$ cat config.mk
export PLATFORM = sky130hd
export DESIGN_NAME = route_distance
export DESIGN_NICKNAME = d
export VERILOG_FILES = /design/src/rtl/route_distance.sv
export SDC_FILE = /design/constraint.sdc
export NUM_CORES = 1
export LEC_CHECK = 0
export CAP_MARGIN = 30
export CORE_MARGIN = 4
export CORE_UTILIZATION = 55
export CTS_BUF_LIST = sky130_fd_sc_hd__clkbuf_8 sky130_fd_sc_hd__clkbuf_16
export CTS_CLUSTER_DIAMETER = 100
export DETAILED_ROUTE_END_ITERATION = 12
export GPL_ROUTABILITY_DRIVEN = 0
export PLACE_DENSITY = 0.91
export SETUP_SLACK_MARGIN = 0.4
export SYNTH_ARGS = -nofsm -noshare
export SYNTH_HDL_FRONTEND = slang
export SYNTH_SLANG_ARGS = --single-unit
$ cat constraint.sdc
create_clock -name clk -period 6.2 [get_ports clk]
set_input_delay 0.62 -clock clk [delete_from_list [all_inputs] [get_ports clk]]
set_output_delay 0.62 -clock clk [all_outputs]
set_load 0.01 [all_outputs]
$ cat src/rtl/route_distance.sv
// route_distance: captures one route of city indices and sums its closed-tour length
// through an external 1-cycle-latency distance table. Optional check: ROUTE_DISTANCE_CHECK_EN.
module route_distance #(
   parameter int city_num     = 16,
   parameter int city_num_log = 4,
   parameter int city_div_log = 1,
   parameter int dist_bit     = 8,
   parameter int total_bit    = dist_bit + city_num_log
) (
   input  logic                      clk,
   input  logic                      reset,
   input  logic                      start,
   input  logic                      in_valid,
   input  logic [8*city_num_log-1:0] in_data,
   output logic [2*city_num_log-1:0] dist_raddr,
   output logic                      dist_ren,
   input  logic [dist_bit-1:0]       dist_rdata,
   output logic                      busy,
   output logic                      done,
   output logic [total_bit-1:0]      total,
   output logic                      overrun,
   output logic                      perm_error
);

   localparam int word_w   = 8 * city_num_log;
   localparam int depth    = 2 ** city_div_log;
   localparam int city_div = (city_num + 7) / 8;

   localparam logic [city_div_log-1:0] last_word = city_div_log'(city_div - 1);
   localparam logic [city_num_log-1:0] last_city = city_num_log'(city_num - 1);

   localparam logic [2:0] S_IDLE  = 3'd0;
   localparam logic [2:0] S_LOAD  = 3'd1;
   localparam logic [2:0] S_WALK  = 3'd2;
   localparam logic [2:0] S_DRAIN = 3'd3;
   localparam logic [2:0] S_DONE  = 3'd4;

   logic [2:0]              state_q, state_d;
   logic [city_div_log-1:0] wcount_q, wcount_d;
   logic [city_num_log-1:0] k_q, k_d;
   logic [word_w-1:0]       words_q [depth];
   logic [word_w-1:0]       words_d [depth];
   logic                    rd_pend_q, rd_pend_d;
   logic [total_bit-1:0]    total_q, total_d;
   logic                    overrun_q, overrun_d;

   logic                    accept;
   logic [city_div_log-1:0] word_idx;
   logic [city_num_log-1:0] k_next;
   logic [depth*word_w-1:0] tour;

   // A word is taken in LOAD, or as word 0 in the same cycle as start.
   assign accept   = in_valid && (start || (state_q == S_LOAD));
   assign word_idx = start ? '0 : wcount_q;
   assign k_next   = (k_q == last_city) ? '0 : k_q + city_num_log'(1);

   assign dist_ren = (state_q == S_WALK);
   assign busy     = (state_q == S_LOAD) || (state_q == S_WALK) || (state_q == S_DRAIN);
   assign done     = (state_q == S_DONE);
   assign total    = total_q;
   assign overrun  = overrun_q;

   // NOTE: every combinational output gets a default before any branch, so no latch is inferred.
   always_comb begin
      tour       = '0;
      dist_raddr = '0;
      for (int w = 0; w < depth; w++) begin
         tour[w*word_w +: word_w] = words_q[w];
      end
      if (state_q == S_WALK) begin
         dist_raddr = {tour[int'(k_q)*city_num_log +: city_num_log],
                       tour[int'(k_next)*city_num_log +: city_num_log]};
      end
   end

   // NOTE: next-state logic uses blocking '=' so later lines (start, accept) override earlier ones.
   always_comb begin
      state_d   = state_q;
      wcount_d  = wcount_q;
      k_d       = k_q;
      words_d   = words_q;
      rd_pend_d = dist_ren;
      total_d   = total_q;
      overrun_d = overrun_q;

      if (rd_pend_q) begin
         total_d = total_q + total_bit'(dist_rdata);
      end

      case (state_q)
         S_WALK: begin
            k_d = k_next;
            if (k_q == last_city) begin
               state_d = S_DRAIN;
            end
         end
         S_DRAIN: state_d = S_DONE;
         S_DONE:  state_d = S_IDLE;
         default: state_d = state_q;
      endcase

      if (in_valid && ((state_q == S_WALK) || (state_q == S_DRAIN) || (state_q == S_DONE))) begin
         overrun_d = 1'b1;
      end

      // start aborts whatever is in flight, including a read still returning.
      if (start) begin
         state_d   = S_LOAD;
         wcount_d  = '0;
         k_d       = '0;
         rd_pend_d = 1'b0;
         total_d   = '0;
         overrun_d = 1'b0;
         for (int w = 0; w < depth; w++) begin
            words_d[w] = '0;
         end
      end

      if (accept) begin
         words_d[word_idx] = in_data;
         if (word_idx == last_word) begin
            state_d = S_WALK;
         end else begin
            wcount_d = word_idx + city_div_log'(1);
         end
      end
   end

   // NOTE: sequential state uses non-blocking '<=' so all registers update from pre-edge values.
   always_ff @(posedge clk or posedge reset) begin
      if (reset) begin
         state_q   <= S_IDLE;
         wcount_q  <= '0;
         k_q       <= '0;
         words_q   <= '{default: '0};
         rd_pend_q <= 1'b0;
         total_q   <= '0;
         overrun_q <= 1'b0;
      end else begin
         state_q   <= state_d;
         wcount_q  <= wcount_d;
         k_q       <= k_d;
         words_q   <= words_d;
         rd_pend_q <= rd_pend_d;
         total_q   <= total_d;
         overrun_q <= overrun_d;
      end
   end

`ifdef ROUTE_DISTANCE_CHECK_EN
   logic [city_num-1:0]     seen_q, seen_d;
   logic                    perm_err_q, perm_err_d;
   logic [city_num_log-1:0] chk_city;

   // Cities of one word are checked in order, so duplicates inside a word are caught too.
   always_comb begin
      seen_d     = start ? '0 : seen_q;
      perm_err_d = start ? 1'b0 : perm_err_q;
      chk_city   = '0;
      if (accept) begin
         for (int i = 0; i < 8; i++) begin
            chk_city = in_data[i*city_num_log +: city_num_log];
            if (int'(word_idx) * 8 + i < city_num) begin
               if ({1'b0, chk_city} >= (city_num_log + 1)'(city_num)) begin
                  perm_err_d = 1'b1;
               end else begin
                  if (seen_d[chk_city]) begin
                     perm_err_d = 1'b1;
                  end
                  seen_d[chk_city] = 1'b1;
               end
            end
         end
      end
   end

   always_ff @(posedge clk or posedge reset) begin
      if (reset) begin
         seen_q     <= '0;
         perm_err_q <= 1'b0;
      end else begin
         seen_q     <= seen_d;
         perm_err_q <= perm_err_d;
      end
   end

   assign perm_error = perm_err_q;
`else
   assign perm_error = 1'b0;
`endif

endmodule

# --- Yosys cells after proc, flatten, opt, wreduce, memory -nomap -nowiden ---
# Index checks and enable logic that the tools add are counted.
totals:
  reg_bits: 86
op_classes:
  n_addsub: 3
  order_cmp: 2
  n_eq_ne: 5
  shift: 2
  n_mux: 22
  bitwise_logic: 1
  n_reduce_logical: 11
ops:
  columns: ["cell", "n"]
  rows:
  - ["two-way mux 64 bit", 2]
  - ["indexed part select 64 x 7 -> 4 bit", 2]
  - ["bitwise mux 64 bit", 1]
  - ["demux 32 bit (select 1 bit)", 1]
  - ["two-way mux 32 bit", 1]
  - ["two-way mux 12 bit", 2]
  - ["adder 12 x 8 -> 12 bit", 1]
  - ["two-way mux 3 bit", 4]
  - ["two-way mux 4 bit", 3]
  - ["case mux 3 bit (3 select lines)", 1]
  - ["two-way mux 8 bit", 1]
  - ["== test 3 x 2 -> 1 bit (second input constant)", 2]
  - ["two-way mux 1 bit", 6]
  - ["nonzero test 2 bit", 3]
  - ["logical OR 1 bit", 5]
  - ["adder 4 x 1 -> 4 bit (second input constant)", 1]
  - ["== test 4 bit (second input constant)", 1]
  - ["== test 3 x 1 -> 1 bit (second input constant)", 1]
  - ["== test 3 bit (second input constant)", 1]
  - ["logical AND 1 bit", 3]
  - [">= comparator 2 bit (second input constant)", 1]
  - ["less-than comparator 2 x 1 -> 1 bit (second input constant)", 1]
  - ["inverter 1 -> 2 bit", 1]
  - ["adder 1 bit (second input constant)", 1]

# --- Logic depth before layout (Yosys ltp) ---
# Gate-level depths: netlist of run 1.
depth:
  word_depth: 8
  ltp_mapped: 8
  depth_no_buf: 7

# --- Least setup slack after synthesis of run 1 ---
# No wires, ideal clock.
synth_timing:
  kind: "register to output"
  from: "register k_q[0]"
  to: "output dist_raddr[3]"
  t_arrival_ns: 1.947
  t_required_ns: 5.580
  setup_slack_ns: 3.633
  path_stages_with_launch: 6
  n_path_buf: 0
  cell_sequence: "dfrtp_1 > ha_1 > xor2_1 > mux4_2 > a221oi_1 > nor3_1"
synth_via:
  elab_chain_cells: 4
  elab_cells_between_ends: 5
  cone_classes: "1 x add/sub; 1 x eq/ne; 1 x shift; 2 x mux"
synth_rtl:
  columns: ["element", "line_no", "text"]
  rows:
  - ["from (decl)", "40", "logic [city_num_log-1:0] k_q, k_d;"]
  - ["from (signal assigned)", "142", "k_q <= k_d;"]
  - ["adder 4 x 1 -> 4 bit or == test 4 bit (tied branches)", "55", "assign k_next = (k_q == last_city) ? '0 : k_q + city_num_log'(1);"]
  - ["two-way mux 4 bit *", "55", null]
  - ["indexed part select 64 x 7 -> 4 bit *", "72", "tour[int'(k_next)*city_num_log +: city_num_log]};"]
  - ["two-way mux 8 bit *", "70", "if (state_q == S_WALK) begin"]
  - ["to (decl)", "15", "output logic [2*city_num_log-1:0] dist_raddr,"]
# Every way passes the cells marked *; elsewhere a longest branch is shown, timed or not.

# --- Final worst setup path of run 1 ---
layout_timing:
  from: "register k_q[0]"
  to: "output dist_raddr[0]"
# The elaborated chain is that of the path after synthesis.

==> results of run 1 <==
[worst max path at each step]
| stage | from | to | cells after the start |
|---|---|---|---|
| 4_1_cts | k_q[0]$_DFFE_PP0P_ | dist_raddr[0] | 8 |
| 2_1_floorplan | reset | k_q[0]$_DFFE_PP0P_ | 1 |
| 6_report | k_q[0]$_DFFE_PP0P_ | dist_raddr[0] | 8 |
| 3_5_place_dp | k_q[0]$_DFFE_PP0P_ | dist_raddr[0] | 8 |
| 5_1_grt | k_q[0]$_DFFE_PP0P_ | dist_raddr[0] | 8 |
| 3_3_place_gp | k_q[0]$_DFFE_PP0P_ | dist_raddr[0] | 8 |
[power by group through the flow]
| stage | combinational [mW] | clock (mW) | sequential [mW] |
|---|---|---|---|
| final | 0.265 | 0.371 | 0.670 |
| after global routing | 0.290 | 0.403 | 0.675 |
| after CTS | 0.260 | 0.374 | 0.667 |
| after detailed placement | 0.257 | 0 | 0.676 |
| after global placement | 0.240 | 0 | 0.672 |
| after floorplan | 0.179 | 0 | 0.653 |
[layout make-up]
type / count / area (um2)
Clock buffer: 10 / 137.6
Timing Repair Buffer: 76 / 798.3
Sequential cell: 86 / 2152
Multi-Input combinational cell: 410 / 2701
Tap cell: 108 / 135.1
Inverter: 7 / 27.53
Fill cell: 672 / 2850
Clock inverter: 6 / 46.29
[flip-flops by register name (all words and copies together), names as in the netlist]
register and count:
total 12, k_q 4, tour 64, state_q 3, wcount_q 1, overrun 1, rd_pend_q 1
[worst reg2reg max path, stage by stage, from the launching register on]
cell and delay, ps:
dfrtp_1 410, ha_1 210, fa_1 410, a21o_1 180, a21o_1 190, a31oi_1 330, a211oi_1 160, mux2_2 290
[stage by stage]
stage          cells  power (mW)  cell area (um2)  utilization (%)
6_report         703       1.305             5998            67.79
5_1_grt          703       1.367             5998            67.79
4_1_cts          701       1.301             5951            67.25
3_5_place_dp     685      0.9337             5767            65.17
3_3_place_gp     683      0.9119             5724            64.69
2_1_floorplan    545      0.8326             5074                -
[cells by family (layout without fill, tap and decap cells)]
family                     Yosys count  in the layout  share of synthesized area, %
xor gates and xnor gates             6              6                         1.036
other                                1              1                       0.07391
AOI/OAI and AO/OA                  105            105                         12.70
adders and majority gates           10             10                         2.614
DFF                                 86             86                         42.42
muxes                               40             40                         15.46
and+or+nand+nor                    248            248                         21.26
buffers and inverters               49             99                         4.439
[cell usage in the layout, fill, tap and decap left out, types with 10 or more instances in the layout]
| master | synthesis | final |
|---|---|---|
| nand2_1 | 154 | 154 |
| nand3_1 | 34 | 34 |
| o21ai_0 | 44 | 44 |
| dfrtp_1 | 86 | 86 |
| nor2_1 | 20 | 20 |
| clkbuf_8 | 0 | 10 |
| a21oi_1 | 25 | 25 |
| mux4_2 | 16 | 16 |
| mux4_1 | 11 | 11 |
| clkdlybuf4s50_1 | 0 | 67 |
[routing by layer]
metal  track usage [%]  part of all wire, %  up-vias
met4             9.592                  4.0        0
met5                 0                    0        -
li1                  -                    -     2029
met3             4.159                  7.6       66
met2             42.06                   50      266
met1             30.18                   38     2141
==> impl_metrics.tcl, run 1 <==
set metrics [dict create \
    status "complete, no violations" \
    arrival_ps 4110 \
    hp-start "overrun$_DFFE_PP0P_" \
    hp-class "flop to flop" \
    whs_endpoint "overrun$_DFFE_PP0P_" \
    antenna_found_initial 0 \
    cts_made_buffers 9 \
    relSlewSlack_pct 42.25 \
    crit_chain "buf_4 -> ha_1 -> xor2_1 -> nor3_1 -> a211oi_1 -> a221oi_1 -> nor4_1 -> clkdlybuf4s50_1" \
    yosysWarnings 0 \
    grt_pass1_wl_um 21560 \
    synth.distinct_cells 51 \
    cts-resized-gates 0 \
    synth.net_count 599 \
    io_pins 69 \
    first_pass_iters 7 \
    num-nets-final 644 \
    finalWirelength_um 13150 \
    cts_tree "yes" \
    holdWs_ps 559.4 \
    overflow 0 \
    clk_pin_slew_worst_paths_ps 80 \
    yosysTopAreaCellShare_pct 42.42 \
    synthCells 545 \
    worst_hold_path.num_cells 2 \
    pre_cts_slack_ps 2135 \
    num_rows 34 \
    clock.fmax_mhz 211.2 \
    fin_crit_sh_pct 76.37 \
    die_area_um2 10830 \
    irDropWorstVdd_mv 0.1789 \
    io_buffers 67 \
    antennaDiodeCount 0 \
    grt_pass1_vias 4467 \
    tns_ps 0 \
    worst_slew_pin_slew_ps 866.2 \
    startpoint_type "flop" \
    ys_seq_area_share_pct 42.42 \
    yosysMostFrequentCell "nand2_1" \
    cts_setup_buffers 0 \
    post-dp-hpwl_um 8880 \
    clockBufferDepth 2 \
    p_per_area_nw_per_um2 217.6 \
    finalMaxSlewViolations 0 \
    drtIter0Drc 619 \
    clk-insertion-delay-late_ps 360 \
    swShare_pct 31.19 \
    slowest_stage "clkdlybuf4s50_1" \
    p_switching_uw 407.1 \
    drt-wirelength-per-cell_um 18.70 \
    drc 0 \
    grt_util_all_layers_pct 24.23 \
    ys_top_cells_by_count "nand2_1, dfrtp_1, o21ai_0" \
    worstSetupPathType "flop to output pin" \
    ys_seq_elements 86 \
    synth_area_leaders "dfrtp_1, nand2_1, mux4_2" \
    cts_root_buf "clkbuf_8" \
    finalHoldViolations 0 \
    cp_max_fo 36 \
    ant_nets 0 \
    async_flop_share_pct 100.0 \
    fin_skew_ps 12.90 \
    viasPerCell 6.404 \
    syn_area_um2 5074 \
    cts.sinks 86 \
    maxCapViolCount 0 \
    setup_violations 0 \
    avgSynthCellArea_um2 9.309 \
    seqPwrFrac_pct 51.3 \
    crit_required_ps 5580 \
    r2r_slack_ps 3930 \
    syn_to_final_growth_pct 18.22 \
    p_comb_share_pct 20.3 \
    drive_above_1_share_pct 8.739 \
    ys.flop_type "dfrtp_1" \
    clock_tree.htree_level_count 3 \
    r2r_end "total[10]$_DFFE_PP0P_" \
    synth_area_leader_cell "dfrtp_1" \
    cp-end-kind "output pin" \
    rsz0062_at_grt "no" \
    r2r_cells 7 \
    num_vias 4502 \
    grt_max_degree 69 \
    core_um2 8848 \
    dieWidth_um 104.0 \
    p_clk_share_pct 28.4 \
    synth_edf_count 0 \
    initial_utilization_pct 57.34 \
    die_h_um 104.0 \
    period_needed_ps 4735 \
    hold_buffers 0 \
    critPathTopFamily "buffers and inverters" \
    max_stage_delay_ps 630 \
    path_buf_inv 2 \
    p_int_uw 898.1 \
    p_leak_nw 2.658 \
    regToRegStartpoint "total[0]$_DFFE_PP0P_" \
    setup_ws_ps 1465 \
]
(Power assumes the default switching activity.)
==> run 2: changes to the inputs <==
==> constraint.sdc (replaced) <==
create_clock -name clk -period 4.8 [get_ports clk]
set_input_delay 0.48 -clock clk [delete_from_list [all_inputs] [get_ports clk]]
set_output_delay 0.48 -clock clk [all_outputs]
set_load 0.01 [all_outputs]
==> run 2 against run 1 <==
Effect of this change: cell area is 0.35% higher; clock power grew 47%; largest cell class unchanged; total power increased by 34%; worst hold slack worse by 26 ps; non-clock buffer count shrank 2.
==> impl_metrics.tcl, run 2 (synthesis gave the netlist of run 1 again) <==
set metrics [dict create \
    status "complete, no violations" \
    p_per_area_nw_per_um2 290.4 \
    num_rows 34 \
    cts_root_buf "clkbuf_8" \
    grt_util_all_layers_pct 23.41 \
    antenna_found_initial 0 \
    tns_ps 0 \
    worst_slew_pin_slew_ps 965.1 \
    crit_required_ps 4320 \
    clock_tree.htree_level_count 3 \
    first_pass_iters 6 \
    drive_above_1_share_pct 8.432 \
    clk_pin_slew_worst_paths_ps 80 \
    p_leak_nw 2.669 \
    initial_utilization_pct 57.34 \
    stdcell_area_um2 6020 \
    cts_tree "yes" \
    drtIter0Drc 530 \
    drt-wirelength-per-cell_um 17.91 \
    fin_skew_ps 9.149 \
    final_cells 701 \
    syn_to_final_growth_pct 18.64 \
    irDropWorstVdd_mv 0.2301 \
    die_h_um 104.0 \
    grt_max_degree 69 \
    clockBufferDepth 2 \
    cts_made_buffers 9 \
    ant_nets 0 \
    finalPower_mw 1.748 \
    dieWidth_um 104.0 \
    holdWs_ps 533.1 \
    cts_setup_buffers 0 \
    finalMaxSlewViolations 0 \
    period_needed_ps 3911 \
    io_buffers 67 \
    io_pins 69 \
    largest_reg_flops 64 \
    place_inst 683 \
    hp-class "flop to flop" \
    die_area_um2 10830 \
    num-nets-final 642 \
    post-dp-hpwl_um 8600 \
    maxCapViolCount 0 \
    clock.fmax_mhz 255.7 \
    cp-end-kind "output pin" \
    arrival_ps 3430 \
    drc 0 \
    final_cell_mix "nand2_1, dfrtp_1, clkdlybuf4s50_1" \
    relSlewSlack_pct 35.46 \
    grt_pass1_wl_um 20860 \
    finalHoldViolations 0 \
    cp_max_fo 13 \
    grt_pass1_vias 4291 \
    rsz0062_at_grt "no" \
    antennaDiodeCount 0 \
    cts.sinks 86 \
    layout_commonest_cell "nand2_1" \
    setup_violations 0 \
    place_area_um2 5744 \
    num_vias 4390 \
    finalWirelength_um 12560 \
    startpoint_type "flop" \
    overflow 0 \
    worstSetupPathType "flop to output pin" \
    core_um2 8848 \
    fin_crit_sh_pct 81.47 \
    viasPerCell 6.262 \
    clk-insertion-delay-late_ps 360 \
]
## run 2: path summary, 6_finish.rpt
path / startpoint / end / slack, ps / cells after the start
min reg2reg: overrun$_DFFE_PP0P_ / overrun$_DFFE_PP0P_ / 530 / 2
max reg2reg: total[0]$_DFFE_PP0P_ / total[10]$_DFFE_PP0P_ / 2540 / 7
max in group asynchronous: reset / tour[62]$_DFF_PP0_ / 3240 / 3
min: overrun$_DFFE_PP0P_ / overrun$_DFFE_PP0P_ / 530 / 2
min in group asynchronous: reset / tour[7]$_DFF_PP0_ / 620 / 2
max: k_q[1]$_DFFE_PP0P_ / dist_raddr[0] / 890 / 7
## run 2: report_power, final
group	switching (mW)	internal [mW]	total, mW
clock network	0.250	0.296	0.545
logic	0.176	0.163	0.339
registers	0.0714	0.792	0.864
## run 2: metal layers
| layer | part of all wire [%] | GRT usage [%] |
|---|---|---|
| met5 | 0 | 0 |
| met2 | 49 | 37.37 |
| met1 | 40 | 31.33 |
| met3 | 8.4 | 4.966 |
| met4 | 2.5 | 9.497 |
## run 2: repair_timing
item	CTS	global route
hold buffers	0	0
resized for setup	0	1
setup endpoints to repair	0	2
## run 2: worst max-delay path, stage by stage (launching register included)
cell             delay (ps)
dfrtp_1                 610
ha_1                    570
xor2_2                  400
nor3_1                   80
a211oi_1                220
a221oi_1                120
nor4_1                  450
clkdlybuf4s50_1         620
## run 2: final cells by class
type,instances,area [um2]
fill,642,2829
multi-input combinational,410,2709
sequential,86,2152
timing repair buffer,74,775.7
clock buffer,13,178.9
tap,108,135.1
clock inverter,3,41.29
inverter,7,27.53
## run 2: stage by stage
stage,util [%],worst slack (ps)
6_report,68.03,889.3
4_1_cts,67.41,701.5
3_3_place_gp,64.61,1173
3_5_place_dp,64.92,1107
2_1_floorplan,-,2098
5_1_grt,68.03,560.1
==> run 3: changes to the inputs <==
--- a/config.mk
+++ b/config.mk
@@ -7,12 +7,12 @@
 export LEC_CHECK = 0
 export CAP_MARGIN = 30
 export CORE_MARGIN = 4
-export CORE_UTILIZATION = 55
+export CORE_UTILIZATION = 50
 export CTS_BUF_LIST = sky130_fd_sc_hd__clkbuf_8 sky130_fd_sc_hd__clkbuf_16
 export CTS_CLUSTER_DIAMETER = 100
 export DETAILED_ROUTE_END_ITERATION = 12
 export GPL_ROUTABILITY_DRIVEN = 0
-export PLACE_DENSITY = 0.91
+export PLACE_DENSITY = 0.88
 export SETUP_SLACK_MARGIN = 0.4
 export SYNTH_ARGS = -nofsm -noshare
 export SYNTH_HDL_FRONTEND = slang
==> constraint.sdc (replaced) <==
create_clock -name clk -period 3.4 [get_ports clk]
set_input_delay 0.34 -clock clk [delete_from_list [all_inputs] [get_ports clk]]
set_output_delay 0.34 -clock clk [all_outputs]
set_load 0.01 [all_outputs]
==> run 3 against run 2 <==
Effect of this change: combinational power grew 46%; clock skew is 4.1 ps higher; global-route usage fell by 0.23 points; first-iteration DRC count increased by 4.3%; die area up 9.2%; count of clock-buffer cells in the layout is 4 lower; sequential share of layout area down 0.81 points; sequential power up 41%; cell count grew 5.6%; largest power group unchanged.
==> impl_metrics.tcl, run 3 (synthesis gave the netlist of run 1 again) <==
set metrics [dict create \
    status "complete, no violations" \
    largest_reg_flops 64 \
    fin_skew_ps 13.20 \
    slowest_stage "mux4_1" \
    irDropWorstVdd_mv 0.2250 \
    antennaDiodeCount 0 \
    post-dp-hpwl_um 9011 \
    grt_pass1_vias 4263 \
    syn_to_final_growth_pct 21.53 \
    crit_chain "buf_12 -> mux4_1 -> mux4_2 -> and2_1 -> clkdlybuf4s50_1" \
    clock.fmax_mhz 332.0 \
    num_vias 4573 \
    p_per_area_nw_per_um2 400.1 \
    viasPerCell 6.180 \
    antenna_found_initial 0 \
    io_buffers 67 \
    rsz0062_at_grt "yes" \
    relSlewSlack_pct 52.12 \
    initial_utilization_pct 51.67 \
    startpoint_type "flop" \
    r2r_slack_ps 1080 \
    fin_util_pct 62.79 \
    grt_pass1_wl_um 21300 \
    stdcell_area_um2 6166 \
    dieWidth_um 108.7 \
    path_buf_inv 2 \
    grt_max_degree 87 \
    finalMaxSlewViolations 0 \
    setup_violations 0 \
    drive_above_1_share_pct 12.19 \
    fin_crit_sh_pct 88.60 \
    io_pins 69 \
    cts_tree "yes" \
    finalWirelength_um 13560 \
    period_needed_ps 3012 \
    max_stage_delay_ps 570 \
    cts.sinks 86 \
    startpoint "k_q[0]$_DFFE_PP0P_" \
    regToRegStartpoint "total[0]$_DFFE_PP0P_" \
    drtIter0Drc 553 \
    num-nets-final 656 \
    pre_cts_slack_ps 403.6 \
    die_h_um 108.7 \
    worst_slew_pin_slew_ps 718.2 \
    drc 0 \
    drt-wirelength-per-cell_um 18.32 \
    cp-end-kind "output pin" \
    ant_nets 0 \
    setup_ws_ps 387.6 \
    hp-class "input pin to async pin" \
    first_pass_iters 6 \
    finalHoldViolations 0 \
    clk_pin_slew_worst_paths_ps 100 \
    worstSetupPathType "flop to output pin" \
    die_area_um2 11820 \
    crit_required_ps 3060 \
    cts_root_buf "clkbuf_8" \
    cts_made_buffers 9 \
    place_area_um2 5843 \
    critPathTopFamily "multiplexers" \
    arrival_ps 2670 \
    num_rows 36 \
    final_cell_mix "nand2_1, dfrtp_1, clkdlybuf4s50_1" \
    core_um2 9819 \
    finalPower_mw 2.467 \
    grt_util_all_layers_pct 23.18 \
    clockBufferDepth 2 \
    layout_commonest_cell "nand2_1" \
    clk-insertion-delay-late_ps 380 \
    maxCapViolCount 0 \
    overflow 0 \
    p_leak_nw 2.745 \
    r2r_end "total[10]$_DFFE_PP0P_" \
    r2r_cells 7 \
    cp_max_fo 18 \
    clock_tree.htree_level_count 3 \
    tns_ps 0 \
]
## run 3: layer usage
layer | up-vias | GRT usage (%) | wire, um
li1 | 2044 | - | -
met1 | 2181 | 30.86 | 5245
met2 | 291 | 37.91 | 6589
met3 | 57 | 4.322 | 1293
met4 | 0 | 8.837 | 432
met5 | - | 0 | 0
## run 3: how the worst max path moves through the flow
stage | endpoint | cells after the start | slack (ps)
5_1_grt | dist_raddr[5] | 5 | 320
6_report | dist_raddr[5] | 5 | 390
3_5_place_dp | dist_raddr[0] | 8 | 400
4_1_cts | dist_raddr[5] | 5 | 250
3_3_place_gp | dist_raddr[0] | 8 | 520
2_1_floorplan | k_q[0]$_DFFE_PP0P_ | 1 | 840
## run 3: cell type report
cell class	instances	area, um2
fillers	805	3654
well taps	133	166.4
repair buffers	88	878.3
inverters	7	27.53
clock inverters	7	78.83
multi-input cells	410	2736
clock buffers	9	123.9
flip-flops and latches	86	2155
## run 3: power breakdown
part	total [mW]	leakage [nW]	internal [mW]	switching, mW
combinational	0.494	1.49	0.238	0.255
sequential	1.22	1.15	1.12	0.102
clock	0.753	0.105	0.349	0.405
total	2.47	2.75	1.71	0.762
## run 3: worst min-delay path, delay by kind of cell
kind                   cells  cell delay (ps)
buffers and inverters      3              820
## run 3: timing repair
item / 4_1_cts / 5_1_grt
gates resized for setup: 13 / 14
cloned: 0 / 1
setup buffers: 2 / 3
setup endpoints to repair: 8 / 8
hold buffers: 0 / 0
pin swaps: 2 / 1
## run 3: metrics by stage
step	hold slack (ps)	cells
detailed placement	497.2	718
floorplan	445.4	545
CTS	401.7	736
global route	436.5	740
global placement	494.4	718
finish	343.0	740
